File: src/rtl/dmem_pkg.sv
// dmem_pkg: shared states, owner tags and store/load encoding for the data-memory arbiter
package dmem_pkg;

    typedef enum logic [1:0] {
        IDLE  = 2'd0,
        ISSUE = 2'd1,
        WAIT  = 2'd2,
        DONE  = 2'd3
    } state_t;

    localparam logic       OWN_CPU  = 1'b0;
    localparam logic       OWN_DBG  = 1'b1;
    localparam logic [3:0] DWE_LOAD = 4'b0000;

endpackage

File: src/rtl/dmem_arbiter_lat_counter.sv
// lat_counter: 4-bit load/decrement counter that flags when the read latency has elapsed
module lat_counter (
    input  logic       clk,
    input  logic       rst,
    input  logic       load,
    input  logic       dec,
    input  logic [3:0] din,
    output logic       zero
);

    logic [3:0] cnt;

    always_ff @(posedge clk) begin
        cnt <= rst ? 4'd0 : load ? din : (dec && !zero) ? cnt - 4'd1 : cnt;
    end

    assign zero = cnt == 4'd0;

endmodule

File: src/rtl/dmem_arbiter.sv
// dmem_arbiter: shares the data-memory port between the CPU MEM stage and a debug requester
module dmem_arbiter
    import dmem_pkg::*;
#(
    parameter int MEM_LAT    = 1,
    parameter int STARVE_MAX = 4
) (
    input  logic        clk,
    input  logic        rst,
    input  logic        cpu_req,
    input  logic [31:0] cpu_addr,
    input  logic [3:0]  cpu_dwe,
    input  logic [31:0] cpu_wdata,
    output logic        cpu_stall,
    output logic        cpu_done,
    output logic [31:0] cpu_rdata,
    input  logic        dbg_req,
    input  logic [31:0] dbg_addr,
    input  logic [3:0]  dbg_dwe,
    input  logic [31:0] dbg_wdata,
    output logic        dbg_done,
    output logic [31:0] dbg_rdata,
    output logic        mem_en,
    output logic [31:0] mem_addr,
    output logic [3:0]  mem_dwe,
    output logic [31:0] mem_wdata,
    input  logic [31:0] mem_rdata
);

    localparam logic [3:0]  LAT_INIT = 4'(MEM_LAT - 1);
    localparam logic [3:0]  SMAX     = 4'(STARVE_MAX);
    localparam logic [31:0] ALIGN    = 32'hFFFF_FFFC;

    state_t      state;
    logic        own;
    logic [3:0]  starve;
    logic [3:0]  req_dwe;
    logic        zero;
    logic        dbg_win;
    logic        finish;
    logic [31:0] result;
    logic [31:0] win_addr;
    logic [31:0] win_wdata;
    logic [3:0]  win_dwe;

    // Debug takes the port when the CPU is quiet or has been favoured STARVE_MAX times in a row
    assign dbg_win   = dbg_req && (!cpu_req || starve == SMAX);
    assign win_addr  = dbg_win ? dbg_addr : cpu_addr;
    assign win_dwe   = dbg_win ? dbg_dwe : cpu_dwe;
    assign win_wdata = dbg_win ? dbg_wdata : cpu_wdata;
    assign finish    = (state == ISSUE && req_dwe != DWE_LOAD) || (state == WAIT && zero);
    assign result    = state == WAIT ? mem_rdata : 32'd0;
    assign cpu_stall = cpu_req && !cpu_done;

    lat_counter u_lat (
        .clk  (clk),
        .rst  (rst),
        .load (state == ISSUE && req_dwe == DWE_LOAD),
        .dec  (state == WAIT),
        .din  (LAT_INIT),
        .zero (zero)
    );

    always_ff @(posedge clk) begin
        if (rst) begin
            state     <= IDLE;
            own       <= OWN_CPU;
            starve    <= 4'd0;
            req_dwe   <= DWE_LOAD;
            mem_en    <= 1'b0;
            mem_addr  <= 32'd0;
            mem_dwe   <= DWE_LOAD;
            mem_wdata <= 32'd0;
            cpu_done  <= 1'b0;
            dbg_done  <= 1'b0;
            cpu_rdata <= 32'd0;
            dbg_rdata <= 32'd0;
        end else begin
            mem_en   <= 1'b0;
            mem_dwe  <= DWE_LOAD;
            cpu_done <= 1'b0;
            dbg_done <= 1'b0;
            case (state)
                IDLE: if (cpu_req || dbg_req) begin
                    state     <= ISSUE;
                    own       <= dbg_win ? OWN_DBG : OWN_CPU;
                    req_dwe   <= win_dwe;
                    mem_en    <= 1'b1;
                    mem_addr  <= win_addr & ALIGN;
                    mem_dwe   <= win_dwe;
                    mem_wdata <= win_wdata;
                    starve    <= dbg_win ? 4'd0 : (dbg_req && starve != SMAX) ? starve + 4'd1 : starve;
                end
                ISSUE:   state <= req_dwe == DWE_LOAD ? WAIT : DONE;
                WAIT:    state <= zero ? DONE : WAIT;
                DONE:    state <= IDLE;
                default: state <= IDLE;
            endcase
            if (finish) begin
                cpu_done <= own == OWN_CPU;
                dbg_done <= own == OWN_DBG;
                if (own == OWN_DBG) dbg_rdata <= result;
                else cpu_rdata <= result;
            end
        end
    end

endmodule
File: config.mk
export PLATFORM = sky130hd
export DESIGN_NAME = dmem_arbiter
export DESIGN_NICKNAME = d
export VERILOG_FILES = /design/src/rtl/dmem_pkg.sv /design/src/rtl/dmem_arbiter_lat_counter.sv /design/src/rtl/dmem_arbiter.sv
export SDC_FILE = /design/constraint.sdc
export NUM_CORES = 1
export LEC_CHECK = 0
export CELL_PAD_IN_SITES_DETAIL_PLACEMENT = 1
export CELL_PAD_IN_SITES_GLOBAL_PLACEMENT = 1
export CORE_MARGIN = 8
export CORE_UTILIZATION = 33
export CTS_CLUSTER_DIAMETER = 100
export DETAILED_ROUTE_END_ITERATION = 10
export GPL_TIMING_DRIVEN = 0
export HOLD_SLACK_MARGIN = 0.1
export PLACE_DENSITY_LB_ADDON = 0.1
export SYNTH_ARGS = -nofsm -noshare
export SYNTH_HDL_FRONTEND = slang
export SYNTH_HIERARCHICAL = 1
export SYNTH_SLANG_ARGS = --single-unit
File: constraint.sdc
create_clock -name clk -period 4.78 [get_ports clk]
set_clock_uncertainty 0.05 [all_clocks]
set_input_delay 0.478 -clock clk [delete_from_list [all_inputs] [get_ports clk]]
set_output_delay 0.478 -clock clk [all_outputs]
set_load 0.02 [all_outputs]
---- Word level (Yosys, flattened, before mapping) ----
Index checks and enable logic that the tools add are counted.
storage, ports and cells
  bits in latches ......................... 0
  input bits .............................. 172
  memories kept ........................... 0
  word-level logic and storage cells ...... 63
  bits in read-only memories .............. 0
  output and inout bits ................... 136
  bits in registers ....................... 148
  memory bits (writable) .................. 0
cells by class
  add/subtract/negate cells ............... 2
  reductions and logical operators ........ 26
  $lt $le $gt $ge ......................... 0
  bitwise logic cells ..................... 4
  div/mod/pow operators ................... 0
  $mul .................................... 0
  mux-type cells .......................... 12
  eq/ne operators ......................... 6
  shift operators ......................... 0
operators by type and width
  kind                                                    count
  two-way mux 32 bit                                      3
  two-way mux 4 bit                                       3
  zero test 4 bit                                         2
  case mux 2 bit (4 select lines)                         1
  logical AND 1 bit                                       7
  AND reduction 2 bit                                     3
  OR reduction 2 bit                                      3
  adder 4 x 1 -> 4 bit (second input constant)            1
  == test 2 bit (second input constant)                   2
  == test 4 x 3 -> 1 bit (second input constant)          1
  two-way mux 1 bit                                       4
  inequality test 4 x 3 -> 1 bit (second input constant)  1
  inverter 1 bit                                          4
  nonzero test 4 bit                                      1
  subtractor 4 x 1 -> 4 bit (second input constant)       1
  zero test 1 bit                                         3
  logical OR 1 bit                                        3
  AND reduction 3 bit                                     1
  OR reduction 3 bit                                      1
  == test 2 x 1 -> 1 bit (second input constant)          1
  zero test 2 bit                                         1
  two-way mux 2 bit                                       1
  inequality test 2 bit (second input constant)           1
  nonzero test 2 bit                                      1

---- Logic depth before layout (Yosys ltp) ----
  depth after elaboration ................. 5
  mapped depth ............................ 9
  depth with buffers taken out ............ 7

---- Modules after synthesis ----
Netlist, hierarchy kept.
by module, submodules not included
  module        cells each  area each (um^2)  times used  seq. area each (um^2)
  dmem_arbiter  711         6791.5            1           2882.8
  lat_counter   29          266.5             1           80.1

---- Worst setup path before layout ----
No wires, ideal clock.
  path type ............................... register -> register
  start ................................... reg u_lat.cnt[1]
  end ..................................... reg cpu_rdata[10]
  buffers on the path ..................... 2
  data arrival time ....................... 1729 ps
  required time ........................... 4611 ps
  path slack .............................. 2882 ps
  stages on the path, launching flop included .. 10
  setup time .............................. 119 ps
  clock period less this slack ............ 1898 ps
  cells stage by stage .................... dfxtp_1 inv_1 ha_1 or3b_4 inv_1 and2_1 o21bai_1 buf_4 buf_8 mux2i_1
on the way
  word-level cells in the longest chain between the ends .. 4
RTL lines
  item                           RTL line                        RTL
  start: declaration             dmem_arbiter_lat_counter.sv:11  logic [3:0] cnt;
  start signal: assignment       dmem_arbiter_lat_counter.sv:14  cnt <= rst ? 4'd0 : load ? din : (dec && !zero) ? cnt - 4'd1 : cnt;
  zero test 4 bit                dmem_arbiter_lat_counter.sv:17  assign zero = cnt == 4'd0;
  named net zero                 dmem_arbiter.sv:38              logic zero;
  logical AND 1 bit              dmem_arbiter.sv:51              assign finish = (state == ISSUE && req_dwe != DWE_LOAD) || (state == WAIT && zero);
  logical OR 1 bit               dmem_arbiter.sv:51
  AND reduction 2 bit (no line)  --
  end signal: assignment         dmem_arbiter.sv:103             else cpu_rdata <= result;
  end: declaration               dmem_arbiter.sv:16              output logic [31:0] cpu_rdata,
The timed path passes the listed nets, and every way through them passes these cells.
A chain may end at the register's enable or synchronous reset.

==> summary.md <==
| Metric | Value |
|---|---|
| Status | `completed` |
| Sequential element share of the synthesized area | `between 40% and 50%` |
| Critical Path Sink | `cpu_rdata[0]$_SDFFE_PP0P_` |
| CTS Buffer Depth | `2` |
| Max Transition Viols Final | `0` |
| Port Buffers | `300` |
| EDFF count, synth | `0` |
| CP required | `5040 ps` |
| CTS clk-pin slew, worst paths | `around 60 ps` |
| DRC | `0` |
| Clock Sinks | `148` |
| Compound-gate portion of the synthesized area | `about a tenth` |
| Area Overhead vs Synth | `56.2%` |
| WP buf/inv | `4` |
| Largest net degree at the start of global routing | `17` |
| Skew-Pair Late Insertion Delay | `about 420 ps` |
| Max cap viols | `0` |
| Adder-Cell Fraction of Synth Area | `about 1.2%` |
| DP HPWL | `between 20000 and 25000 um` |
| Worst reg2reg path startpoint | `starve[0]$_SDFFE_PP0P_` |
| Lkg Pwr | `approximately 4.3 nW` |
| Mux cell area share after synthesis | `about a tenth` |
| # nets final | `approximately 1200` |
| Final Hold Vio Count | `0` |
| Main combinational cell family by area after synthesis | `simple AND/OR/NAND/NOR gates` |
| Critical Path Source Type | `input pin` |
| WP depth | `6` |
| GPL Wtd Cong | `0.798` |
| CP arrival | `2800 ps` |
| First-pass GRT wire length | `between 40000 and 50000 um` |
| Ratio of cells with drive above 1 in the final layout | `about 6%` |
| FMAX | `between 0.3 and 0.4 GHz` |
| Vias in the first global route | `around 7700` |
| All-Layer GR Usage | `around a fifth` |
| Worst slew pin tran | `approximately 620 ps` |
| Post-Syn Area | `0.00706 mm2` |
| Initial core utilization | `between 30% and 40%` |
| CP delay by family, top | `buffers and inverters` |
| Core area | `around 0.021 mm2` |
| Filler cell count | `around 2400` |
| Post-synthesis cell count | `740` |
| Endpoints failing setup | `0` |
| Period utilisation layout | `53.2%` |
| Most frequent cells in the layout | `clkdlybuf4s50_1 (300), dfxtp_1 (148), nor2_1 (74), nand2b_1 (66), mux2i_1 (66)` |
| Crit path largest cell delay | `around 650 ps` |
| Post-synthesis xor/xnor area fraction | `0%` |
| Crit Path Max Fanout | `10` |
| Placed insts | `around 1300` |
| Setup crit start | `rst` |
| Height of the die | `about 160 um` |
| Commonest non-fill, non-tap cell in the layout | `clkdlybuf4s50_1` |
| Peak VDD IR | `0.249 mV` |
| Post-CTS Setup Repair Bufs | `0` |
| Via Count | `7028` |
| Overflow after GRT | `0` |
| H-tree levels | `4` |
| Cell mode on critical path | `clkbuf_1` |
| RSZ-0062 raised after global routing | `no` |
| Synth Flop Type | `dfxtp_1` |
| Final antenna-violating net count | `0` |
| Rows | `53` |
| Synth cell types | `44` |
| Cell depth of the worst flop-to-flop path | `7` |
| Simple-gate share of the synthesized area | `a little under a third` |
| FF-to-FF End | `mem_addr[31]$_SDFFE_PP0N_` |
| Fin cells | `between 1000 and 1500` |
| Hold_buf cts | `0` |
| Crit Path Class | `in2reg` |
| #FFs+latches synth | `148` |
| Die area | `0.0263 mm2` |
| # IOs | `between 300 and 400` |
| Layout Utilization | `between 50% and 60%` |
| Via density | `~5.2` |
| CP Cell Sequence | `clkdlybuf4s50_1, clkbuf_1, clkbuf_1, clkbuf_1, nand3b_1, mux2i_1` |
| Final min period | `around 2500 ps` |
| Post-synth ARST share | `0%` |
| Die width | `roughly 160 um` |
| Crit end category | `flop` |
| DRT Wirelength | `28800 um` |
| Syn_area_per_cell | `approximately 9.5 um2` |
| TritonCTS Buffers | `17` |
| Ys Warns | `6` |
| CP max-delay cell | `clkdlybuf4s50_1` |
| Tightest Hold Check Type | `reg2reg` |
| Cts repair resizes | `0` |
| Drt first-iter violations | `approximately 260` |
| WL per Instance | `21.2 um` |
| CTS root buf | `clkbuf_16` |
| Initial antenna violation count | `10` |
| Pwr Density | `just under 500 mW/mm2` |
| CTS tree | `done` |
| Max-Slew Margin vs Limit | `between 50% and 60%` |
| Setup TNS | `0 ps` |
| Setup slack, reg-to-reg | `between 2000 and 3000 ps` |
| Drt pass-1 iters | `4` |
==> worst register-to-register path: stages, from the launching register on <==
cell      delay, ps
dfxtp_1         430
inv_1            80
ha_1            220
nand4b_1        110
buf_2           260
clkbuf_1        490
a211oi_1        160
nor4_1          250
==> layout make-up <==
type,instances,area [um2],area share (%)
multi-input cells,503,3660,33.2
repair buffers,300,3000,27.2
flip-flops and latches,148,2960,26.9
clock buffers,17,425,3.86
plain buffers,84,419,3.80
well taps,275,344,3.12
clock inverters,15,166,1.51
inverters,10,37.5,0.340
diodes,4,10.0,0.0908
==> per-layer routing <==
layer	vias to the layer above	track usage, %	share of wire, %
li1	3375	-	-
met1	3364	23.0	40
met2	231	36.4	49
met3	46	8.38	8.8
met4	12	8.63	2.6
met5	-	0	0.20
==> stage by stage <==
stage               area (um2)  worst slack, ps  hold WS [ps]  total power, mW
CTS                      11000             2140           431             5.47
finish                   11000             2240           429             5.41
global route             11000             2040           446             5.70
detailed placement       10400             1690           418             4.09
global placement         10400             1800           412             4.05
floorplan                 7080             2880           424             3.04
==> power breakdown <==
part	leakage, nW	switching, mW	internal (mW)	total [mW]
clock network	0.281	0.615	0.742	1.36
logic	2.82	1.34	1.04	2.38
registers	1.21	0.160	1.51	1.67
==> logic make-up after synthesis <==
family,count (synthesis)
mux,66
flops,148
buf+inv,94
other cells,1
simple gates,328
compound gates,96
fa+ha+maj,7
==> flip-flops by register name (all words and copies together) (netlist names) <==
signal / flops
cpu_done: 1
own: 1
mem_wdata: 32
dbg_rdata: 32
mem_en: 1
starve: 4
req_dwe: 4
dbg_done: 1
mem_addr: 30
u_lat/cnt: 4
mem_dwe: 4
state: 2
cpu_rdata: 32
==> Yosys cell counts (5+ instances only) <==
library cell | count | area share (%)
a211oi_1 | 63 | 6.7
a21oi_1 | 9 | 0.64
a311oi_1 | 5 | 0.62
and4b_1 | 62 | 8.8
buf_2 | 16 | 1.1
buf_8 | 6 | 1.3
clkbuf_1 | 55 | 2.9
dfxtp_1 | 148 | 42
ha_1 | 7 | 1.2
inv_1 | 10 | 0.53
mux2i_1 | 66 | 9.4
nand2_1 | 7 | 0.37
nand2b_1 | 66 | 5.9
nand3_1 | 6 | 0.43
nand3b_1 | 32 | 3.4
nor2_1 | 74 | 3.9
nor4_1 | 63 | 5.6
==> how the worst min path moves through the flow <==
| stage | startpoint | to | cells after the start |
|---|---|---|---|
| global route | dbg_rdata[14]$_SDFFE_PP0P_ | dbg_rdata[14]$_SDFFE_PP0P_ | 2 |
| global placement | dbg_rdata[6]$_SDFFE_PP0P_ | dbg_rdata[6]$_SDFFE_PP0P_ | 2 |
| detailed placement | dbg_rdata[11]$_SDFFE_PP0P_ | dbg_rdata[11]$_SDFFE_PP0P_ | 2 |
| CTS | dbg_rdata[17]$_SDFFE_PP0P_ | dbg_rdata[17]$_SDFFE_PP0P_ | 2 |
| finish | cpu_rdata[12]$_SDFFE_PP0P_ | cpu_rdata[12]$_SDFFE_PP0P_ | 2 |
| floorplan | starve[1]$_SDFFE_PP0P_ | starve[1]$_SDFFE_PP0P_ | 2 |
No activity file was read; power rests on OpenSTA's default activity.
